$ cat config.mk
export PLATFORM = sky130hd
export DESIGN_NAME = spi_slave_multichan
export DESIGN_NICKNAME = d
export VERILOG_FILES = /design/src/rtl/spi_slave_multichan.sv
export SDC_FILE = /design/constraint.sdc
export NUM_CORES = 1
export LEC_CHECK = 0
export BUFFER_PORTS_ARGS = -buffer_cell sky130_fd_sc_hd__buf_2
export CORE_ASPECT_RATIO = 0.7
export CORE_MARGIN = 10
export CORE_UTILIZATION = 50
export CTS_CLUSTER_SIZE = 10
export DETAILED_ROUTE_END_ITERATION = 8
export MAX_ROUTING_LAYER = met4
export PLACE_DENSITY = 0.71
export SLEW_MARGIN = 15
export SYNTH_ARGS = -nofsm -noshare
export SYNTH_HDL_FRONTEND = slang
export SYNTH_SLANG_ARGS = --single-unit
$ cat constraint.sdc
create_clock -name clk -period 2.4 [get_ports clk]
set_clock_uncertainty 0.2 [all_clocks]
set_input_delay 0.36 -clock clk [delete_from_list [all_inputs] [get_ports clk]]
set_output_delay 0.36 -clock clk [all_outputs]
set_load 0.01 [all_outputs]
$ cat src/rtl/spi_slave_multichan.sv
// SPI receive slave carrying NCH channel words per frame plus an 8-bit XOR checksum.
// All SPI pins are asynchronous and are resynchronised into clk before use. A
// checked frame lands in a pending buffer and is released to rx_out, all channels
// at once, by the update pulse.
module spi_slave_multichan #(
   parameter int unsigned NCH         = 4,
   parameter int unsigned WIDTH       = 32,
   parameter int unsigned SYNC_STAGES = 2
) (
   input  logic                   clk,
   input  logic                   reset,
   input  logic                   en,
   input  logic                   SCK,
   input  logic                   SSEL,
   input  logic                   DATA_IN,
   input  logic                   update,
   output logic [NCH*WIDTH-1:0]   rx_out,
   output logic                   rdy,
   output logic                   frame_err,
   output logic [15:0]            frame_cnt,
   output logic [15:0]            err_cnt
);

   localparam int unsigned NBITS     = NCH * WIDTH;
   localparam int unsigned FRAME_LEN = NBITS + 8;
   localparam int unsigned CNT_W     = $clog2(FRAME_LEN + 1);

   localparam logic [CNT_W-1:0] LEN_C   = CNT_W'(FRAME_LEN);
   localparam logic [CNT_W-1:0] NBITS_C = CNT_W'(NBITS);

   // Elaboration-time parameter sanity
   if ((NBITS % 8) != 0) begin : g_chk_bytes
      $error("spi_slave_multichan: NCH*WIDTH must be a multiple of 8");
   end
   if ((NCH < 1) || (NCH > 16)) begin : g_chk_nch
      $error("spi_slave_multichan: NCH must be in 1..16");
   end
   if ((SYNC_STAGES < 2) || (SYNC_STAGES > 4)) begin : g_chk_sync
      $error("spi_slave_multichan: SYNC_STAGES must be in 2..4");
   end

   typedef enum logic [1:0] {
      StIdle,
      StShift,
      StCheck
   } state_e;

   // ------------------------------------------------------------------
   // Synchronizers and edge detection
   // ------------------------------------------------------------------
   logic [SYNC_STAGES-1:0] sck_sync_q;
   logic [SYNC_STAGES-1:0] ssel_sync_q;
   logic [SYNC_STAGES-1:0] din_sync_q;
   // Marks which synchronizer stages hold real pin samples since reset.
   logic [SYNC_STAGES-1:0] fill_q;
   logic                   sck_prev_q;
   logic                   ssel_prev_q;
   // Set once SSEL has truly been seen high after reset; a frame already in
   // flight at reset release must not look like a fresh falling edge.
   logic                   ssel_armed_q;

   logic sck_s;
   logic ssel_s;
   logic din_s;
   logic sync_filled;
   logic sck_rise;
   logic ssel_rise;
   logic ssel_fall;

   assign sck_s       = sck_sync_q[SYNC_STAGES-1];
   assign ssel_s      = ssel_sync_q[SYNC_STAGES-1];
   assign din_s       = din_sync_q[SYNC_STAGES-1];
   assign sync_filled = fill_q[SYNC_STAGES-1];

   assign sck_rise  = sck_s & ~sck_prev_q;
   assign ssel_rise = ssel_s & ~ssel_prev_q;
   assign ssel_fall = ~ssel_s & ssel_prev_q & ssel_armed_q;

   // Resynchronise the SPI pins and keep one-cycle-old copies for edge detection
   always_ff @(posedge clk) begin
      if (reset) begin
         sck_sync_q   <= '0;
         ssel_sync_q  <= '1;
         din_sync_q   <= '0;
         fill_q       <= '0;
         sck_prev_q   <= 1'b0;
         ssel_prev_q  <= 1'b1;
         ssel_armed_q <= 1'b0;
      end else begin
         sck_sync_q   <= {sck_sync_q[SYNC_STAGES-2:0], SCK};
         ssel_sync_q  <= {ssel_sync_q[SYNC_STAGES-2:0], SSEL};
         din_sync_q   <= {din_sync_q[SYNC_STAGES-2:0], DATA_IN};
         fill_q       <= {fill_q[SYNC_STAGES-2:0], 1'b1};
         sck_prev_q   <= sck_s;
         ssel_prev_q  <= ssel_s;
         ssel_armed_q <= ssel_armed_q | (sync_filled & ssel_s);
      end
   end

   // ------------------------------------------------------------------
   // Receive FSM and shift datapath
   // ------------------------------------------------------------------
   state_e             state_q, state_d;
   logic [NBITS-1:0]   shadow_q, shadow_d;
   logic [CNT_W-1:0]   bit_cnt_q, bit_cnt_d;
   // Running XOR over payload and checksum bytes; zero means the checksum matches.
   logic [7:0]         chk_q, chk_d;
   logic               overlong_q, overlong_d;
   logic               frame_ok;
   logic               commit;
   logic               reject;

   assign frame_ok = (bit_cnt_q == LEN_C) && !overlong_q && (chk_q == 8'h00);

   // Next-state logic: frame start, bit capture, end-of-frame evaluation
   always_comb begin
      state_d    = state_q;
      shadow_d   = shadow_q;
      bit_cnt_d  = bit_cnt_q;
      chk_d      = chk_q;
      overlong_d = overlong_q;
      commit     = 1'b0;
      reject     = 1'b0;

      if (!en) begin
         // Silent abort: no pulse, no count change
         state_d = StIdle;
      end else begin
         unique case (state_q)
            StIdle: begin
               if (ssel_fall) begin
                  state_d    = StShift;
                  bit_cnt_d  = '0;
                  chk_d      = 8'h00;
                  overlong_d = 1'b0;
               end
            end
            StShift: begin
               if (sck_rise) begin
                  if (bit_cnt_q < LEN_C) begin
                     // Bit k of the stream is bit (7 - k%8) of its byte, MSB first
                     chk_d[~bit_cnt_q[2:0]] = chk_q[~bit_cnt_q[2:0]] ^ din_s;
                     if (bit_cnt_q < NBITS_C) begin
                        shadow_d = {shadow_q[NBITS-2:0], din_s};
                     end
                     bit_cnt_d = bit_cnt_q + 1'b1;
                  end else begin
                     overlong_d = 1'b1;
                  end
               end
               if (ssel_rise) begin
                  state_d = StCheck;
               end
            end
            StCheck: begin
               state_d = StIdle;
               if (frame_ok) begin
                  commit = 1'b1;
               end else begin
                  reject = 1'b1;
               end
            end
            default: state_d = StIdle;
         endcase
      end
   end

   // FSM state and shift datapath registers
   always_ff @(posedge clk) begin
      if (reset) begin
         state_q    <= StIdle;
         shadow_q   <= '0;
         bit_cnt_q  <= '0;
         chk_q      <= 8'h00;
         overlong_q <= 1'b0;
      end else begin
         state_q    <= state_d;
         shadow_q   <= shadow_d;
         bit_cnt_q  <= bit_cnt_d;
         chk_q      <= chk_d;
         overlong_q <= overlong_d;
      end
   end

   // ------------------------------------------------------------------
   // Pending buffer, output release and statistics
   // ------------------------------------------------------------------
   // Channel 0 arrives first so it sits at the top of the shift register;
   // swap channel order so channel 0 lands in the low word.
   logic [NBITS-1:0] shadow_ordered;

   for (genvar gi = 0; gi < NCH; gi++) begin : g_reorder
      assign shadow_ordered[gi*WIDTH +: WIDTH] = shadow_q[(NCH-1-gi)*WIDTH +: WIDTH];
   end

   logic [NBITS-1:0] pending_q, pending_d;
   logic             pending_valid_q, pending_valid_d;
   logic [NBITS-1:0] rx_out_q, rx_out_d;
   logic             rdy_q, frame_err_q;
   logic [15:0]      frame_cnt_q, frame_cnt_d;
   logic [15:0]      err_cnt_q, err_cnt_d;

   // Release happens before commit so a coincident commit stays pending
   always_comb begin
      pending_d       = pending_q;
      pending_valid_d = pending_valid_q;
      rx_out_d        = rx_out_q;
      frame_cnt_d     = frame_cnt_q;
      err_cnt_d       = err_cnt_q;

      if (update && pending_valid_q) begin
         rx_out_d        = pending_q;
         pending_valid_d = 1'b0;
      end
      if (commit) begin
         pending_d       = shadow_ordered;
         pending_valid_d = 1'b1;
         frame_cnt_d     = frame_cnt_q + 16'd1;
      end
      if (reject && (err_cnt_q != 16'hFFFF)) begin
         err_cnt_d = err_cnt_q + 16'd1;
      end
   end

   // Output-side registers: buffers, pulses and counters
   always_ff @(posedge clk) begin
      if (reset) begin
         pending_q       <= '0;
         pending_valid_q <= 1'b0;
         rx_out_q        <= '0;
         rdy_q           <= 1'b0;
         frame_err_q     <= 1'b0;
         frame_cnt_q     <= 16'd0;
         err_cnt_q       <= 16'd0;
      end else begin
         pending_q       <= pending_d;
         pending_valid_q <= pending_valid_d;
         rx_out_q        <= rx_out_d;
         rdy_q           <= commit;
         frame_err_q     <= reject;
         frame_cnt_q     <= frame_cnt_d;
         err_cnt_q       <= err_cnt_d;
      end
   end

   assign rx_out    = rx_out_q;
   assign rdy       = rdy_q;
   assign frame_err = frame_err_q;
   assign frame_cnt = frame_cnt_q;
   assign err_cnt   = err_cnt_q;

endmodule

== Word-level counts from Yosys, hierarchy flattened ==
Cells that the tools add are included.

* Add/sub/neg operators: 3
* Magnitude comparators: 4
* Eq/ne operators: 9
* Multiplexer cells: 28
* Bitwise logic cells: 12
* Reductions and logical operators: 15

{| class="wikitable"
|+ Operators by type and width
! cell !! count
|-
| two-way mux 8 bit || 5
|-
| adder 16 x 1 -> 16 bit, second input constant || 2
|-
| one-hot mux 8 bit (2 select lines) || 2
|-
| < comparator 8 bit, second input constant || 2
|-
| != test 16 bit, second input constant || 1
|-
| AND reduction 5 bit || 3
|-
| two-way mux 1 bit || 14
|-
| != test 2 bit, second input constant || 5
|-
| adder 8 x 1 -> 8 bit, second input constant || 1
|-
| bitwise mux 8 bit || 1
|-
| equality test 8 bit, second input constant || 1
|-
| zero test 8 bit || 1
|-
| bitwise AND 1 bit || 5
|-
| logical AND 1 bit || 5
|-
| < comparator 3 x 4 -> 1 bit, second input constant || 1
|-
| two-way mux 2 bit || 2
|-
| inverter 1 bit || 4
|-
| one-hot mux 2 bit (2 select lines) || 1
|-
| nonzero test 2 bit || 2
|-
| binary-select mux 1 bit (select 3 bit) || 1
|-
| demux 1 bit (select 3 bit) || 1
|-
| >= comparator 3 x 1 -> 1 bit, second input constant || 1
|-
| inverter 3 bit || 1
|-
| equality test 2 x 1 -> 1 bit, second input constant || 1
|-
| 8 further kinds || 8
|}

* Flip-flop bits (word level): 449
* Output and inout bits: 162

== Longest topological paths before layout ==
* Depth in word-level cells: 9
* Depth in mapped cells: 10
* Depth with buffers taken out: 7

== Least setup slack after synthesis ==
No wires, ideal clock.

* Path kind: reg-to-reg
* From: register bit_cnt_q[0]
* To: register frame_cnt_q[11] (netlist: frame_cnt[11])
* Library setup time: 70 ps
* Data arrival time: 2130 ps
* Slack: 0 ps
* Cell stages (with the launch flop): 10
* Period minus slack after synthesis: 2400 ps
* Cell sequence: dfxtp_1 buf_2 inv_1 ha_1 nand3b_1 nand4b_2 or3_1 buf_2 or4_1 a21oi_1

* Word-level cells in the longest chain between the ends: 6

{| class="wikitable"
|+ Ends and longest elaborated chain
! what !! RTL line !! RTL
|-
| start, declared || 105 || <nowiki>logic [CNT_W-1:0] bit_cnt_q, bit_cnt_d;</nowiki>
|-
| start signal, assigned || 179 || <nowiki>bit_cnt_q <= bit_cnt_d;</nowiki>
|-
| equality test 8 bit || 113 || <nowiki>assign frame_ok = (bit_cnt_q == LEN_C) && !overlong_q && (chk_q == 8'h00);</nowiki>
|-
| logical AND 1 bit (2 in a row) || 113 ||
|-
| two-way mux 1 bit || 157 || <nowiki>if (frame_ok) begin</nowiki>
|-
| two-way mux 1 bit || 129 || <nowiki>unique case (state_q)</nowiki>
|-
| two-way mux 1 bit || 125 || <nowiki>if (!en) begin</nowiki>
|-
| end signal, assigned || 241 || <nowiki>frame_cnt_q <= frame_cnt_d;</nowiki>
|-
| end, declared || 200 || <nowiki>logic [15:0] frame_cnt_q, frame_cnt_d;</nowiki>
|}

No other way between the ends.
A chain may end at the register's enable or synchronous reset.

== Final worst setup path ==
* From: register err_cnt_q[0] (netlist: err_cnt[0])
* To: register err_cnt_q[12] (netlist: err_cnt[12])

* Word-level cells in the longest chain between the ends: 2
* Elaborated cells between the ends (all ways): 3
* Those cells by class: add/sub: 1; eq/ne: 1; reduce/logical: 1

{| class="wikitable"
|+ Ends and longest elaborated chain
! what !! RTL line !! RTL
|-
| start, declared || 201 || <nowiki>logic [15:0] err_cnt_q, err_cnt_d;</nowiki>
|-
| start signal, assigned || 242 || <nowiki>err_cnt_q <= err_cnt_d;</nowiki>
|-
| parallel branches: the longest is 2 deep, another holds adder 16 x 1 -> 16 bit || - ||
|}

Parallel ways; which one is timed is not known.

==> results.ini <==
[synthesis]
syn_inst=2033
async_reset_ff_share_pct=0
synth_cell_type_count=56
yosys-top-cells-area=dfxtp_1 56%, nand2_1 19%, a21oi_1 13%
seq_area_frac_synth_pct=55.67
yosys.area.top_type=dfxtp_1
synth_area_um2=16150
ys.flop_type=dfxtp_1
avgSynthCellArea_um2=7.942
synth_edf_count=0
synth_top_area_share_pct=55.67
synth-warning-count=0
synth_seq_cells=449
syn-num-nets=2044

[clock_network]
clk_pin_slew_ns=0.06
cts_inserted_buffers=50
cts_tree=yes
clk_latency_ns=0.55
clk_path_buf_depth=3
clock-sinks=449
htreeDepth=2
root_buffer=clkbuf_16

[power_and_ir_drop]
power.density_nw_per_um2=752.2
vdd_drop_max_v=0.0004371
leakage_nw=6.609

[sta]
timing.setup.tns_ns=0
slew_violations=0
grt_setup_unrepaired=false
setup_violations=0
fin_crit_sh_pct=94.88
finalHoldViolCount=0
fin_crit_ns=2.277
fmax_mhz=439.2
maxSlewHeadroom_pct=53.84
worstMarginPinSlew_ns=0.6924

[global_routing]
track_usage_pct=19.09
antenna_found_initial=0
grt-ovfl-total=0
grt_pass1_wl_um=64180
grt_pass1_vias=12760
grt_max_degree=165

[finish]
final_nets=2166
final_cell_mix=802 x nand2_1, 449 x dfxtp_1, 418 x a21oi_1
antenna_cells=0
drive_above_1_share_pct=13.17
final_common_cell=nand2_1
area_growth_syn_to_layout_pct=16.85
fin_util_pct=59.92

[floorplan]
die-area_um2=39990
die_h_um=170.3
num_rows=54
start_util_pct=51.28
core_um2=31490
io_pins=169
die_x_um=234.8

[worst_setup_path]
rrSetupSlack_ns=0.12
max_stage_delay_ns=0.44
crit_chain=ha_1 > inv_1 > or2_1 > a311o_1 > or4_1 > a21oi_1
crit_required_ns=2.68
rr_startpoint=err_cnt[0]$_SDFFE_PP0P_
timing.rr.end=err_cnt[12]$_SDFFE_PP0P_
cp_slowest_cell=a311o_1
worst_setup_path_end_kind=register
reg2regPathDepth=6
arrival_ns=2.55
start_kind=register
worst-path-max-fanout=8
path_class=reg -> reg

[routing]
wire_per_inst_um=15.13
antenna_left=0
vias_per_cell=5.287
drt_iter0_drc=1266
num_vias=13620
drt_wl_total_um=38990
drc=0
dr.pass1.iters=5

[placed_design]
numPortBuffers=168
dpl.hpwl_um=24410
routabilityCongestion=0.8467

[min_path]
holdPathEnd=ssel_sync_q[1]$_SDFF_PP1_
hold-path-cell-count=1
hp-start=ssel_sync_q[0]$_SDFF_PP1_
min_path_type=reg -> reg

[run_status]
status=complete, no violations

[run]
max_cap_violations=0

## power by group
| group | internal [W] | switching (W) |
|---|---|---|
| clock | 0.00384 | 0.00271 |
| sequential | 0.00747 | 0.00000467 |
| combinational | 0.0000355 | 0.000135 |
| total | 0.0113 | 0.00285 |
## final cells by class
| cell class | instances | area [um2] |
|---|---|---|
| clock buffer | 54 | 1330 |
| fill | 2891 | 12620 |
| inverter | 10 | 37.54 |
| multi-input combinational | 1431 | 6625 |
| sequential | 449 | 8989 |
| tap | 420 | 525.5 |
| timing repair buffer | 213 | 1359 |
## logic make-up (layout without fill, tap and decap cells)
group                    Yosys count  in the layout  synth area share [%]
flip-flops                       449            449                 55.67
AO/OA/AOI/OAI                    471            471                 15.25
AND/OR/NAND/NOR                  941            941                 24.11
multiplexers                       9              9                0.6587
XOR/XNOR                           6              6                0.3255
adder cells (fa/ha/maj)            4              4                0.3100
buffers and inverters            153            277                 3.673
## how the worst max path moves through the flow
stage / startpoint / to / slack, ns
final: err_cnt[0]$_SDFFE_PP0P_ / err_cnt[12]$_SDFFE_PP0P_ / 0.12
after global routing: bit_cnt_q[1]$_SDFFE_PP0P_ / frame_cnt[14]$_SDFFE_PP0P_ / 0.02
after CTS: bit_cnt_q[1]$_SDFFE_PP0P_ / frame_cnt[14]$_SDFFE_PP0P_ / 0.02
after detailed placement: bit_cnt_q[1]$_SDFFE_PP0P_ / frame_cnt[7]$_SDFFE_PP0P_ / 0.04
after global placement: bit_cnt_q[1]$_SDFFE_PP0P_ / frame_cnt[13]$_SDFFE_PP0P_ / 0.08
after floorplan: bit_cnt_q[1]$_SDFFE_PP0P_ / frame_cnt[11]$_SDFFE_PP0P_ / 0.02
## state kept, by name (all words and copies together), names as in the netlist
signal and count:
fill_q 2, frame_err 1, bit_cnt_q 8, state_q 2, shadow_q 128, rdy 1
sck_sync_q 2, ssel_prev_q 1, pending_valid_q 1, err_cnt 16, overlong_q 1, frame_cnt 16
sck_prev_q 1, chk_q 8, pending_q 128, ssel_sync_q 2, ssel_armed_q 1, din_sync_q 2
rx_out 128
## synthesized netlist by cell type (5+ instances only)
cell type,count
nand2_1,803
o211ai_1,5
nor3_1,9
or3_1,11
clkbuf_1,124
a21oi_1,418
nand4_1,8
nand3_1,16
nor2b_1,10
or4_1,16
nor2_1,27
dfxtp_1,449
o31ai_1,17
mux2i_1,5
buf_2,15
nor4_1,6
inv_1,9
o21ai_0,18
## per-layer routing
layer,vias to the layer above,track usage [%],part of all wire [%]
met4,0,4.643,1.3
met3,40,3.459,5.1
met2,294,29.56,45
met5,-,-,0
met1,6366,25.50,48
li1,6924,-,-
## what timing repair did
item	in CTS	in global routing
endpoints found under the setup margin	0	7
endpoints found under the hold margin	20	0
resized for setup	0	4
hold buffers	8	0
buffers inserted	0	0
## through the flow
stage | worst slack [ns] | hold WS, ns | total power (W) | area (um2) | cells
after floorplan | 0.02061 | 0.1895 | 0.007745 | 16150 | 2033
final | 0.1230 | 0.2395 | 0.01419 | 18870 | 2577
after detailed placement | 0.04005 | 0.2244 | 0.007789 | 17430 | 2515
after CTS | 0.02340 | 0.2395 | 0.01435 | 18840 | 2577
after global placement | 0.08067 | 0.2190 | 0.007788 | 17430 | 2515
after global routing | 0.02096 | 0.2642 | 0.01463 | 18870 | 2577
## worst max-delay path, delay by kind of cell, from the launching register on
family / cells / cell delay (ns)
and+or+nand+nor: 2 / 0.69
AOI/OAI and AO/OA: 2 / 0.60
DFF: 1 / 0.41
adders and majority gates: 1 / 0.22
buffers and inverters: 1 / 0.07
Power figures use the tool's default switching activity.
